`config.mk`:
```
export PLATFORM = sky130hd
export DESIGN_NAME = program_writer_flat
export DESIGN_NICKNAME = d
export VERILOG_FILES = /design/src/rtl/program_writer_if.sv /design/src/rtl/program_writer.sv /design/src/flat_wrapper.sv
export SDC_FILE = /design/constraint.sdc
export NUM_CORES = 1
export LEC_CHECK = 0
export ABC_CLOCK_PERIOD_IN_PS = 1900
export CAP_MARGIN = 10
export CORE_ASPECT_RATIO = 0.8
export CORE_MARGIN = 2
export CORE_UTILIZATION = 42
export CTS_BUF_LIST = sky130_fd_sc_hd__clkbuf_8
export DETAILED_ROUTE_END_ITERATION = 12
export HOLD_SLACK_MARGIN = 0.12
export PLACE_DENSITY = 0.68
export SYNTH_ARGS = -nofsm -noshare
export SYNTH_HDL_FRONTEND = slang
export SYNTH_SLANG_ARGS = --single-unit
```
`constraint.sdc`:
```
create_clock -name clk -period 1.9 [get_ports clk]
set_input_delay 0.19 -clock clk [delete_from_list [all_inputs] [get_ports clk]]
set_output_delay 0.19 -clock clk [all_outputs]
set_load 0.01 [all_outputs]
```
`src/rtl/program_writer_if.sv`:
```
// program_writer_if: instruction handshake in, RAM byte-write bus out.
interface program_writer_if;
  logic        in_valid;
  logic        in_ready;
  logic [7:0]  in_opcode;
  logic [7:0]  in_reg;
  logic [15:0] in_operand;
  logic        in_last;
  logic        ram_we;
  logic [7:0]  ram_addr;
  logic [7:0]  ram_wdata;
  modport master (
    output in_valid, in_opcode, in_reg, in_operand, in_last,
    input  in_ready, ram_we, ram_addr, ram_wdata
  );
  modport slave (
    input  in_valid, in_opcode, in_reg, in_operand, in_last,
    output in_ready, ram_we, ram_addr, ram_wdata
  );
endinterface

```
`src/rtl/program_writer.sv`:
```
// program_writer: serialises decoded instructions into 4 consecutive RAM bytes.
module program_writer #(
  parameter int RAMSIZE = 64,
  parameter int BASE    = 0
) (
  input  logic             clk,
  input  logic             reset,
  program_writer_if.slave  bus,
  output logic [7:0]       wpointer,
  output logic [7:0]       count,
  output logic             done,
  output logic             overflow
);
  typedef enum logic [2:0] {IDLE, WR0, WR1, WR2, WR3, DONE} state_t;
  localparam logic [8:0] LIMIT = 9'(RAMSIZE - 4);
  state_t      state, nxt;
  logic [8:0]  wp;
  logic [7:0]  op_q, reg_q;
  logic [15:0] opd_q;
  logic        last_q, full, take, we;
  logic [1:0]  off;
  // pointer kept one bit wider so a RAMSIZE of 256 still reads as full
  assign full         = wp > LIMIT;
  assign bus.in_ready = state == IDLE && !full;
  assign take         = bus.in_ready && bus.in_valid;
  assign we           = state != IDLE && state != DONE;
  assign off          = 2'(state - WR0);
  assign bus.ram_we   = we;
  assign bus.ram_addr = we ? wp[7:0] + {6'd0, off} : '0;
  assign bus.ram_wdata = !we      ? '0 :
                         off == 0 ? op_q :
                         off == 1 ? reg_q :
                         off == 2 ? opd_q[7:0] : opd_q[15:8];
  assign wpointer = wp[7:0];
  assign done     = state == DONE;
  always_comb begin
    nxt = state;
    case (state)
      IDLE:    nxt = take ? WR0 : IDLE;
      WR0:     nxt = WR1;
      WR1:     nxt = WR2;
      WR2:     nxt = WR3;
      WR3:     nxt = last_q ? DONE : IDLE;
      default: nxt = state;
    endcase
  end
  always_ff @(posedge clk) begin
    if (reset) begin
      state    <= IDLE;
      wp       <= 9'(BASE);
      count    <= '0;
      overflow <= 1'b0;
      op_q     <= '0;
      reg_q    <= '0;
      opd_q    <= '0;
      last_q   <= 1'b0;
    end else begin
      state <= nxt;
      if (take) begin
        op_q   <= bus.in_opcode;
        reg_q  <= bus.in_reg;
        opd_q  <= bus.in_operand;
        last_q <= bus.in_last;
      end
      if (state == IDLE && full && bus.in_valid) overflow <= 1'b1;
      if (state == WR3) begin
        wp    <= wp + 9'd4;
        count <= count + 8'(count != 8'hff);
      end
    end
  end
endmodule

```
`src/flat_wrapper.sv`:
```
// flat-port wrapper written by rule: the top's interface ports become plain ports
module program_writer_flat 
#(
  parameter int RAMSIZE = 64,
  parameter int BASE    = 0
)
  (clk, reset, wpointer, count, done, overflow, bus_in_valid, bus_in_opcode, bus_in_reg, bus_in_operand, bus_in_last, bus_in_ready, bus_ram_we, bus_ram_addr, bus_ram_wdata);
  program_writer_if bus_i ();
  input  logic clk;
  input  logic reset;
  output logic [7:0] wpointer;
  output logic [7:0] count;
  output logic done;
  output logic overflow;
  input wire logic [$bits(bus_i.in_valid)-1:0] bus_in_valid;
  input wire logic [$bits(bus_i.in_opcode)-1:0] bus_in_opcode;
  input wire logic [$bits(bus_i.in_reg)-1:0] bus_in_reg;
  input wire logic [$bits(bus_i.in_operand)-1:0] bus_in_operand;
  input wire logic [$bits(bus_i.in_last)-1:0] bus_in_last;
  output wire logic [$bits(bus_i.in_ready)-1:0] bus_in_ready;
  output wire logic [$bits(bus_i.ram_we)-1:0] bus_ram_we;
  output wire logic [$bits(bus_i.ram_addr)-1:0] bus_ram_addr;
  output wire logic [$bits(bus_i.ram_wdata)-1:0] bus_ram_wdata;
  assign bus_i.in_valid = bus_in_valid;
  assign bus_i.in_opcode = bus_in_opcode;
  assign bus_i.in_reg = bus_in_reg;
  assign bus_i.in_operand = bus_in_operand;
  assign bus_i.in_last = bus_in_last;
  assign bus_in_ready = bus_i.in_ready;
  assign bus_ram_we = bus_i.ram_we;
  assign bus_ram_addr = bus_i.ram_addr;
  assign bus_ram_wdata = bus_i.ram_wdata;
  program_writer #(.RAMSIZE(RAMSIZE), .BASE(BASE)) u_core (.clk(clk), .reset(reset), .bus(bus_i), .wpointer(wpointer), .count(count), .done(done), .overflow(overflow));
endmodule
```
==> impl_metrics.py, run 1 <==
metrics = {
    "sta": {
        "finalHoldViolCount": 0,
        "worst_slack_ps": 62.33,
        "slew_viol_final": 0,
        "fmax_mhz": 544.2,
        "setup_total_negative_slack_ps": 0,
        "min_period_ps": 1838,
        "setup_violations_final": 0,
        "final_worst_path_period_share_pct": 96.72,
        "clock-skew-final_ps": 7.200,
        "worst_hold_slack_ps": 310.3,
        "grt_setup_unrepaired": "true",
    },
    "worst_setup_path": {
        "worstSetupStartpointType": "flop",
        "critPathCaptureType": "primary output",
        "critPathMaxStageDelay_ps": 370,
        "critical_path_depth": 7,
        "worst_path_max_delay_cell": "sky130_fd_sc_hd__dfxtp_4",
        "worst_r2r_path_depth": 9,
        "cp_data_required_time_ps": 1710,
        "crit_fanout": 7,
        "critical_path.top_delay_family": "buffers and inverters",
        "reg2reg_setup_slack_ps": 70,
        "worst_path_buf_inv": 4,
        "crit_chain": "inv_2, buf_4, ha_4, nand2b_4, buf_6, and3_2, clkdlybuf4s15_2",
        "critPathArrivalTime_ps": 1650,
        "critical_path_class": "flop to primary output",
    },
    "logic_synthesis": {
        "synthesis.area_um2": 2613,
        "ys_seq_area_share_pct": 39.85,
        "area_share_of_xor_xnor_cells_in_the_synthesized_design_pct": 2.682,
        "synth-adder-area-share_pct": 4.789,
        "synth-seq-cells": 52,
        "yosys.area_share.simple_pct": 19.25,
        "post_synth_num_cell_types": 37,
        "yosysMostFrequentCell": "sky130_fd_sc_hd__nor2_1",
        "leading_cell_types_by_total_area_after_synthesis": "sky130_fd_sc_hd__dfxtp_1 40%, sky130_fd_sc_hd__mux2i_1 19%, sky130_fd_sc_hd__nor2_1 7.8%",
        "combinational_family_with_the_most_area_after_synthesis": "simple AND/OR/NAND/NOR gates",
        "synth_compound_area_share_pct": 6.992,
        "post_synth_inst_count": 285,
        "avgSynthCellArea_um2": 9.167,
        "synth-async-reset-ratio_pct": 0,
        "synth.largest_area_cell": "sky130_fd_sc_hd__dfxtp_1",
        "synth_top_area_share_pct": 39.85,
        "yosys_warnings": 0,
        "synthTopCellsByCount": "54 x sky130_fd_sc_hd__nor2_1, 52 x sky130_fd_sc_hd__dfxtp_1, 49 x sky130_fd_sc_hd__mux2i_1, 21 x sky130_fd_sc_hd__nand2_1, 10 x sky130_fd_sc_hd__ha_1",
        "synth_ff_type": "sky130_fd_sc_hd__dfxtp_1",
        "synth_enable_flop_cells": 0,
        "synthMuxAreaShare_pct": 18.77,
    },
    "route": {
        "drc_marker_count_from_the_first_detailed_route_iteration": 72,
        "vias_per_cell": 4.808,
        "detailroute.via_count": 2154,
        "route.antenna.remaining_nets": 0,
        "detail_route.wirelength_mm": 6.165,
        "drcViolationCount": 0,
        "detail_route.wl_per_cell_um": 13.76,
        "drt_first_pass_iters": 4,
    },
    "die": {
        "die_width_um": 92.18,
        "ioPinCount": 72,
        "rows": 25,
        "floorplan.core_area_um2": 5974,
        "die_h_um": 74.54,
        "start_util_pct": 43.73,
        "die-area_um2": 6871,
    },
    "place": {
        "place_congestion": 0.8668,
        "detailed_place_hpwl_mm": 4.619,
        "io_buffer_count": 69,
        "pre_cts_ws_ps": -129.7,
    },
    "power": {
        "clock_power_share_pct": 21.3,
        "power.leakage_uw": 0.001611,
        "peak_supply_drop_v": 0.0005560,
        "power_switching_share_pct": 34.32,
        "power_switching_uw": 1455,
        "power-per-cell-area_nw_per_um2": 1173,
        "combPwrFrac_pct": 45.5,
        "share_seq_of_total_power_pct": 33.2,
        "internal_power_uw": 2785,
    },
    "cells_and_area": {
        "antenna_cells_inserted": 0,
        "n_fill_cell": 536,
        "design.final.nets": 412,
        "area_of_combinational_cells_with_multiple_inputs_um2": 1429,
        "ff_latch_area_um2": 1049,
        "syn_to_final_growth_pct": 38.36,
        "drive_gt1_share_pct": 19.35,
    },
    "clocking": {
        "number_of_buffers_inserted_during_clock_tree_synthesis": 5,
        "clk_latency_ps": 300,
        "cts.sinks": 52,
        "clk_pin_slew_ps": 90,
        "hold_buffers": 0,
        "cts_root_buffer": "sky130_fd_sc_hd__clkbuf_8",
        "number_of_setup_buffers_added_after_cts": 0,
        "cts_max_path_buffers": 2,
        "cts-htree-levels": 2,
        "clock_tree_from_tritoncts": "done",
    },
    "hold_path": {
        "min_path_cells": 2,
        "hold_class": "input pin to flop",
    },
    "grt": {
        "global_route_wire_length_before_repair_mm": 9.597,
        "grt_pass1_vias": 2000,
        "number_of_antenna_violations_at_the_first_check_in_global_routing": 0,
        "grt.overflow.total": 0,
        "largest_net_degree_at_the_start_of_global_routing": 33,
        "track_usage_pct": 17.77,
    },
    "run_status": {
        "run_status": "complete, no violations",
    },
    "job": {
        "cap_viol_max_count": 0,
    },
}
layout by cell type (no fill, tap or decap), drive strengths merged:
master,count
nor4,2
a211oi,2
o211ai,1
conb,2
and3b,1
dlymetal6s2s,1
ha,10
a21oi,9
dlygate4sd2,1
a31o,1
or2,1
buf,37
clkdlybuf4s50,49
clkbuf,10
mux2i,49
o21ai,13
dfxtp,52
and3,8
xnor2,1
or3,4
nor2b,2
nand2,21
nand4,5
nand3,3
inv,5
a31oi,1
nor2,54
nand2b,4
xor2,7
o21bai,2
o22ai,1
nor3,2
bufinv,2
and2,1
clkdlybuf4s15,3
cells by family after synthesis:
group,after synthesis
adders and majority gates,10
AOI/OAI and AO/OA,30
buffers and inverters,27
xor gates and xnor gates,8
DFF,52
and+or+nand+nor,108
muxes,49
other,1
through the flow:
step	area, um^2	total power, uW	util [%]	instances
2_1_floorplan	2616	2557	-	286
6_report	3615	4240	60.50	448
3_3_place_gp	3467	3256	58.03	439
3_5_place_dp	3467	3289	58.03	439
5_1_grt	3615	4511	60.50	448
4_1_cts	3625	4175	60.67	447
repair_timing:
item / CTS / global route
gates resized for setup: 50 / 36
setup endpoints to repair: 19 / 44
cloned: 0 / 1
pin swaps: 0 / 1
worst register-to-register path, cell delays in order (launching register included):
cell,delay [ps]
sky130_fd_sc_hd__dfxtp_4,390
sky130_fd_sc_hd__inv_2,50
sky130_fd_sc_hd__buf_4,150
sky130_fd_sc_hd__ha_4,170
sky130_fd_sc_hd__buf_4,140
sky130_fd_sc_hd__and3b_1,200
sky130_fd_sc_hd__o211ai_4,140
sky130_fd_sc_hd__buf_12,210
sky130_fd_sc_hd__mux2i_1,230
sky130_fd_sc_hd__nor2_1,50
state kept, by name, summed over array words and instances (netlist names):
register / count
u_core.overflow: 1
u_core.state: 3
u_core.count: 8
u_core.last_q: 1
u_core.reg_q: 8
u_core.opd_q: 16
u_core.wp: 7
u_core.op_q: 8
path summary, 6_finish.rpt:
| check | start | endpoint |
|---|---|---|
| min | reset | u_core.wp[2] |
| max | u_core.state[0] | bus_ram_addr[4] |
| max reg2reg | u_core.state[0] | u_core.opd_q[6] |
| min reg2reg | u_core.opd_q[9] | u_core.opd_q[9] |
layer usage:
layer / global-route usage, % / wire length, um
met2: 27.78 / 2697
met1: 25.45 / 3147
met3: 3.546 / 268
met5: 0 / 0
met4: 4.478 / 51
power groups by stage:
| stage | registers (uW) | logic (uW) | clock network [uW] |
|---|---|---|---|
| 2_1_floorplan | 1390 | 1170 | 0 |
| 3_3_place_gp | 1400 | 1850 | 0 |
| 3_5_place_dp | 1410 | 1880 | 0 |
| 4_1_cts | 1390 | 1860 | 927 |
| 5_1_grt | 1430 | 2100 | 982 |
| 6_report | 1410 | 1930 | 903 |
cell type report:
cell class              count  share of cell area, %
inverters                   4                 0.4154
clock inverters             3                  1.904
clock buffers               5                  1.904
well taps                  81                  2.804
flip-flops and latches     52                  29.01
repair buffers             96                  24.44
multi-input cells         207                  39.53
Note: power is estimated with default switching activity, not from simulation.
==> inputs of run 2 (changes only) <==
CORE_MARGIN = 1.5   (was 2)
==> run 2 against run 1 <==
  * Core utilization is 1.8 points higher
  * First-iteration DRC count is 6.9% higher
  * Clock skew is 2.0 ps lower
  * Highest routed layer unchanged
==> impl_metrics.py, run 2 (synthesis results as in run 1) <==
metrics = {
    "place": {
        "place_congestion": 0.8204,
        "pre_cts_ws_ps": -123.7,
        "dp_cells": 442,
        "detailed_place_hpwl_mm": 4.438,
        "placement_cell_area_um2": 3502,
        "io_buffer_count": 69,
    },
    "worst_setup_path": {
        "cp_data_required_time_ps": 1710,
        "crit_fanout": 8,
        "worst_path_max_delay_cell": "sky130_fd_sc_hd__dfxtp_4",
        "critPathArrivalTime_ps": 1710,
        "critPathCaptureType": "primary output",
        "critPathMaxStageDelay_ps": 370,
        "worstSetupStartpointType": "flop",
        "crit_chain": "buf_6, ha_4, buf_12, mux2i_4, o21ai_2, mux2i_1, nor2_1, buf_2",
        "critical_path_class": "flop to primary output",
    },
    "cells_and_area": {
        "design.final.nets": 419,
        "mostFrequentLayoutCells": "51 x sky130_fd_sc_hd__nor2_1, 50 x sky130_fd_sc_hd__dfxtp_1, 49 x sky130_fd_sc_hd__clkdlybuf4s50_1",
        "layout_commonest_cell": "sky130_fd_sc_hd__nor2_1",
        "regMostFlops": "u_core.opd_q",
        "final_cell_count_no_fill": 455,
        "syn_to_final_growth_pct": 41.71,
        "antenna_cells_inserted": 0,
        "finish.instance_area_um2": 3702,
        "largest_reg_flops": 16,
        "n_fill_cell": 513,
        "drive_gt1_share_pct": 22.46,
    },
    "die": {
        "die_width_um": 91.18,
        "die_h_um": 73.54,
        "rows": 25,
        "start_util_pct": 43.96,
        "die-area_um2": 6705,
        "floorplan.core_area_um2": 5943,
        "ioPinCount": 72,
    },
    "grt": {
        "largest_net_degree_at_the_start_of_global_routing": 29,
        "grt.overflow.total": 0,
        "global_route_wire_length_before_repair_mm": 9.666,
        "track_usage_pct": 18.12,
        "number_of_antenna_violations_at_the_first_check_in_global_routing": 0,
        "grt_pass1_vias": 2009,
    },
    "clocking": {
        "clk_pin_slew_ps": 100,
        "cts_root_buffer": "sky130_fd_sc_hd__clkbuf_8",
        "cts-htree-levels": 2,
        "clk_latency_ps": 300,
        "clock_tree_from_tritoncts": "done",
        "cts.sinks": 52,
        "cts_max_path_buffers": 2,
        "hold_buffers": 0,
        "number_of_buffers_inserted_during_clock_tree_synthesis": 5,
    },
    "power": {
        "power-per-cell-area_nw_per_um2": 1155,
        "power.leakage_uw": 0.001656,
        "peak_supply_drop_v": 0.0005352,
    },
    "job": {
        "cap_viol_max_count": 0,
    },
    "sta": {
        "slew_viol_final": 0,
        "min_period_ps": 1896,
        "slew-limit-headroom_pct": 63.62,
        "fmax_mhz": 527.5,
        "worst_hold_slack_ps": 345.2,
        "max_slew.worst_pin.slew_ps": 545.7,
        "setup_violations_final": 0,
        "grt_setup_unrepaired": "true",
        "clock-skew-final_ps": 5.161,
        "worst_slack_ps": 4.135,
        "finalHoldViolCount": 0,
        "final_worst_path_period_share_pct": 99.78,
    },
    "route": {
        "drc_marker_count_from_the_first_detailed_route_iteration": 77,
        "drt_first_pass_iters": 4,
        "detail_route.wirelength_mm": 6.034,
        "detailroute.via_count": 2233,
        "detail_route.wl_per_cell_um": 13.26,
        "route.antenna.remaining_nets": 0,
        "drcViolationCount": 0,
        "vias_per_cell": 4.908,
    },
    "run_status": {
        "run_status": "complete, no violations",
    },
    "hold_path": {
        "hold_class": "input pin to flop",
    },
}
==> run 2: cell types whose count changed in the layout (fill, tap and decap cells not counted), sizes merged <==
cell / change
clkdlybuf4s15: -3
clkbuf: +1
buf: +9
dlymetal6s2s: -1
dlygate4sd2: +1
inv: +1
bufinv: -1
==> run 2: where the power goes <==
part / internal [uW] / switching [uW] / leakage [uW]
clock network: 393 / 375 / 0.0000599
logic: 1130 / 967 / 0.00117
registers: 1280 / 130 / 0.000426
total: 2800 / 1470 / 0.00166
==> run 2: final timing paths <==
path                   start               end  slack (ps)  cells past startpoint
max          u_core.state[0]  bus_ram_wdata[4]           4                      8
min                    reset    u_core.op_q[6]         350                      2
max reg2reg  u_core.state[0]   u_core.opd_q[1]          40                      9
min reg2reg  u_core.count[0]   u_core.count[0]         500                      2
==> run 2: routing by layer <==
| layer | wire [um] | global-route usage (%) |
|---|---|---|
| met5 | 0 | 0 |
| met4 | 58 | 5.208 |
| met3 | 239 | 3.623 |
| met2 | 2718 | 27.69 |
| met1 | 3018 | 25.92 |
==> run 2: worst max-delay path: cells and delay by family, from the launching register on <==
| kind | cells | cell delay, ps |
|---|---|---|
| compound gates | 1 | 120 |
| fa+ha+maj | 1 | 150 |
| buf+inv | 3 | 400 |
| flops | 1 | 370 |
| mux | 2 | 270 |
| simple gates | 1 | 90 |
==> run 2: final cells by class <==
type | instances | area, um^2 | share of cell area, %
well taps | 81 | 101.3 | 2.737
clock inverters | 3 | 42.54 | 1.149
inverters | 4 | 15.01 | 0.4055
multi-input cells | 207 | 1460 | 39.44
repair buffers | 103 | 965.9 | 26.09
clock buffers | 5 | 68.82 | 1.859
flip-flops and latches | 52 | 1049 | 28.32
==> run 2: metrics by stage <==
stage,setup TNS (ps),util [%],total power [uW]
final,0,62.29,4276
after global routing,-763.5,62.29,4566
after CTS,-50.54,60.88,4113
after detailed placement,-1369,58.93,3353
after global placement,-536.0,58.93,3332
after floorplan,0,-,2557
==> run 2: timing repair <==
| item | in CTS | in global routing |
|---|---|---|
| cloned | 0 | 2 |
| hold endpoints to repair | 0 | 0 |
| gates resized for setup | 77 | 26 |
| endpoints found under the setup margin | 51 | 54 |
| pin swaps | 3 | 5 |
| buffers inserted | 2 | 1 |
==> inputs of run 3 (changes only) <==
SETUP_SLACK_MARGIN = 0.1   (was default)
==> run 3 against run 2 <==
  * The run now ends with negative setup slack left
  * Core utilization up 2.4 points
  * Non-clock buffer count up 3
  * Global-route usage is 0.11 points higher
  * Clock power about the same
  * Final area increased by 3.8%
  * Sequential power hardly changed
  * Sequential share of layout area fell by 1.0 points
  * Register-to-register slack worse by 30 ps
  * Critical path type unchanged
  * Critical endpoint unchanged
  * Highest routed layer unchanged
==> impl_metrics.py, run 3 (synthesis results as in run 1) <==
metrics = {
    "worst_setup_path": {
        "cp_data_required_time_ps": 1710,
        "critPathCaptureType": "primary output",
        "critical_path_class": "flop to primary output",
        "crit_fanout": 8,
        "worstSetupStartpointType": "flop",
        "critPathArrivalTime_ps": 1720,
    },
    "cells_and_area": {
        "finish.instance_area_um2": 3842,
        "drive_gt1_share_pct": 27.06,
        "mostFrequentLayoutCells": "49 x sky130_fd_sc_hd__clkdlybuf4s50_1, 48 x sky130_fd_sc_hd__dfxtp_1, 47 x sky130_fd_sc_hd__nor2_1",
        "regMostFlops": "u_core.opd_q",
        "antenna_cells_inserted": 0,
        "largest_reg_flops": 16,
        "syn_to_final_growth_pct": 47.08,
        "final_cell_count_no_fill": 458,
        "layout_commonest_cell": "sky130_fd_sc_hd__clkdlybuf4s50_1",
        "design.final.nets": 422,
    },
    "clocking": {
        "cts.sinks": 52,
        "cts-htree-levels": 2,
        "hold_buffers": 0,
        "clk_latency_ps": 300,
        "clock_tree_from_tritoncts": "done",
        "number_of_buffers_inserted_during_clock_tree_synthesis": 5,
        "cts_max_path_buffers": 2,
        "clk_pin_slew_ps": 100,
        "cts_root_buffer": "sky130_fd_sc_hd__clkbuf_8",
    },
    "route": {
        "drt-met1-wl_mm": 3.177,
        "maxUsedRoutingLayer": "met4",
        "vias_per_cell": 4.906,
        "detail_route.wl_per_cell_um": 13.93,
        "drt_first_pass_iters": 4,
        "detailroute.via_count": 2247,
        "met3_wirelength_um": 189,
        "drcViolationCount": 0,
        "drc_marker_count_from_the_first_detailed_route_iteration": 63,
        "route.antenna.remaining_nets": 0,
        "detailroute.wirelength.met2_mm": 2.952,
        "detail_route.wirelength_mm": 6.378,
    },
    "die": {
        "floorplan.core_area_um2": 5943,
        "rows": 25,
        "die-area_um2": 6705,
        "die_width_um": 91.18,
        "start_util_pct": 43.96,
        "die_h_um": 73.54,
        "ioPinCount": 72,
    },
    "grt": {
        "global_route_wire_length_before_repair_mm": 9.729,
        "number_of_antenna_violations_at_the_first_check_in_global_routing": 0,
        "grt.overflow.total": 0,
        "largest_net_degree_at_the_start_of_global_routing": 29,
        "track_usage_pct": 18.24,
        "grt_pass1_vias": 2012,
    },
    "place": {
        "pre_cts_ws_ps": -123.7,
        "dp_cells": 442,
        "detailed_place_hpwl_mm": 4.438,
        "place_congestion": 0.8204,
        "placement_cell_area_um2": 3502,
        "io_buffer_count": 69,
    },
    "sta": {
        "finalHoldViolCount": 0,
        "slew_viol_final": 0,
        "slew-limit-headroom_pct": 62.16,
        "grt_setup_unrepaired": "true",
        "worst_slack_ps": -12.54,
        "min_period_ps": 1913,
        "final_worst_path_period_share_pct": 100.7,
        "max_slew.worst_pin.slew_ps": 567.7,
        "clock-skew-final_ps": 6.734,
        "setup_violations_final": 3,
        "fmax_mhz": 522.9,
    },
    "run_status": {
        "run_status": "finished, violations left",
        "violations": "negative setup slack",
    },
    "power": {
        "power.leakage_uw": 0.001702,
        "power-per-cell-area_nw_per_um2": 1197,
        "peak_supply_drop_v": 0.0005396,
        "totalPowerFinal_uw": 4600,
    },
    "hold_path": {
        "hold_class": "input pin to flop",
    },
    "job": {
        "cap_viol_max_count": 0,
    },
}
==> run 3: cell types whose count changed in the layout (fill, tap and decap cells not counted), sizes merged <==
cell,delta
dlygate4sd2,-2
clkbuf,-3
buf,+6
clkdlybuf4s15,+2
==> run 3: worst max-delay path: stages (launching register included) <==
cell and delay, ps:
sky130_fd_sc_hd__dfxtp_4 370, sky130_fd_sc_hd__buf_6 120, sky130_fd_sc_hd__ha_4 150, sky130_fd_sc_hd__buf_12 140
sky130_fd_sc_hd__mux2i_4 190, sky130_fd_sc_hd__o21ai_2 130, sky130_fd_sc_hd__mux2i_1 90, sky130_fd_sc_hd__nor2_1 90
sky130_fd_sc_hd__buf_2 140
==> run 3: stage by stage <==
step | util, % | TNS [ps] | hold WS, ps
final | 64.65 | -24.52 | 354.5
after global routing | 64.65 | -1512 | 387.5
after CTS | 60.93 | -26.93 | 337.3
after detailed placement | 58.93 | -1369 | 478.5
after global placement | 58.93 | -536.0 | 475.7
after floorplan | - | 0 | 333.9
==> run 3: area by class of cell <==
cell class	instances	area, um^2
clock inverter	3	42.54
timing repair buffer	106	1036
multi-input combinational	207	1530
clock buffer	5	68.82
tap	81	101.3
inverter	4	15.01
fill	499	2101
sequential	52	1049
==> run 3: report_power, final <==
group | total (uW) | leakage, uW | switching [uW] | internal (uW)
Clock | 768 | 0.0000599 | 375 | 393
Combinational | 2420 | 0.00122 | 1090 | 1330
Sequential | 1410 | 0.000427 | 137 | 1270
==> run 3: per-layer routing <==
layer  vias to the layer above  GRT usage [%]
li1                       1147              -
met1                      1067          26.17
met2                        28          27.78
met3                         5          3.623
met4                         0          5.208
met5                         -              0
==> run 3: timing repair <==
| action | 4_1_cts | 5_1_grt |
|---|---|---|
| setup buffers | 2 | 3 |
| setup endpoints to repair | 55 | 62 |
| pin swaps | 3 | 9 |
| gates cloned | 0 | 3 |
| resized for setup | 100 | 34 |
==> run 3: final timing paths <==
path              startpoint  depth (start not counted)                to  slack, ps
min                    reset                          2    u_core.op_q[6]        350
max          u_core.state[0]                          8  bus_ram_wdata[4]        -10
min reg2reg  u_core.count[0]                          2   u_core.count[0]        500
max reg2reg  u_core.state[0]                          9   u_core.opd_q[1]         10
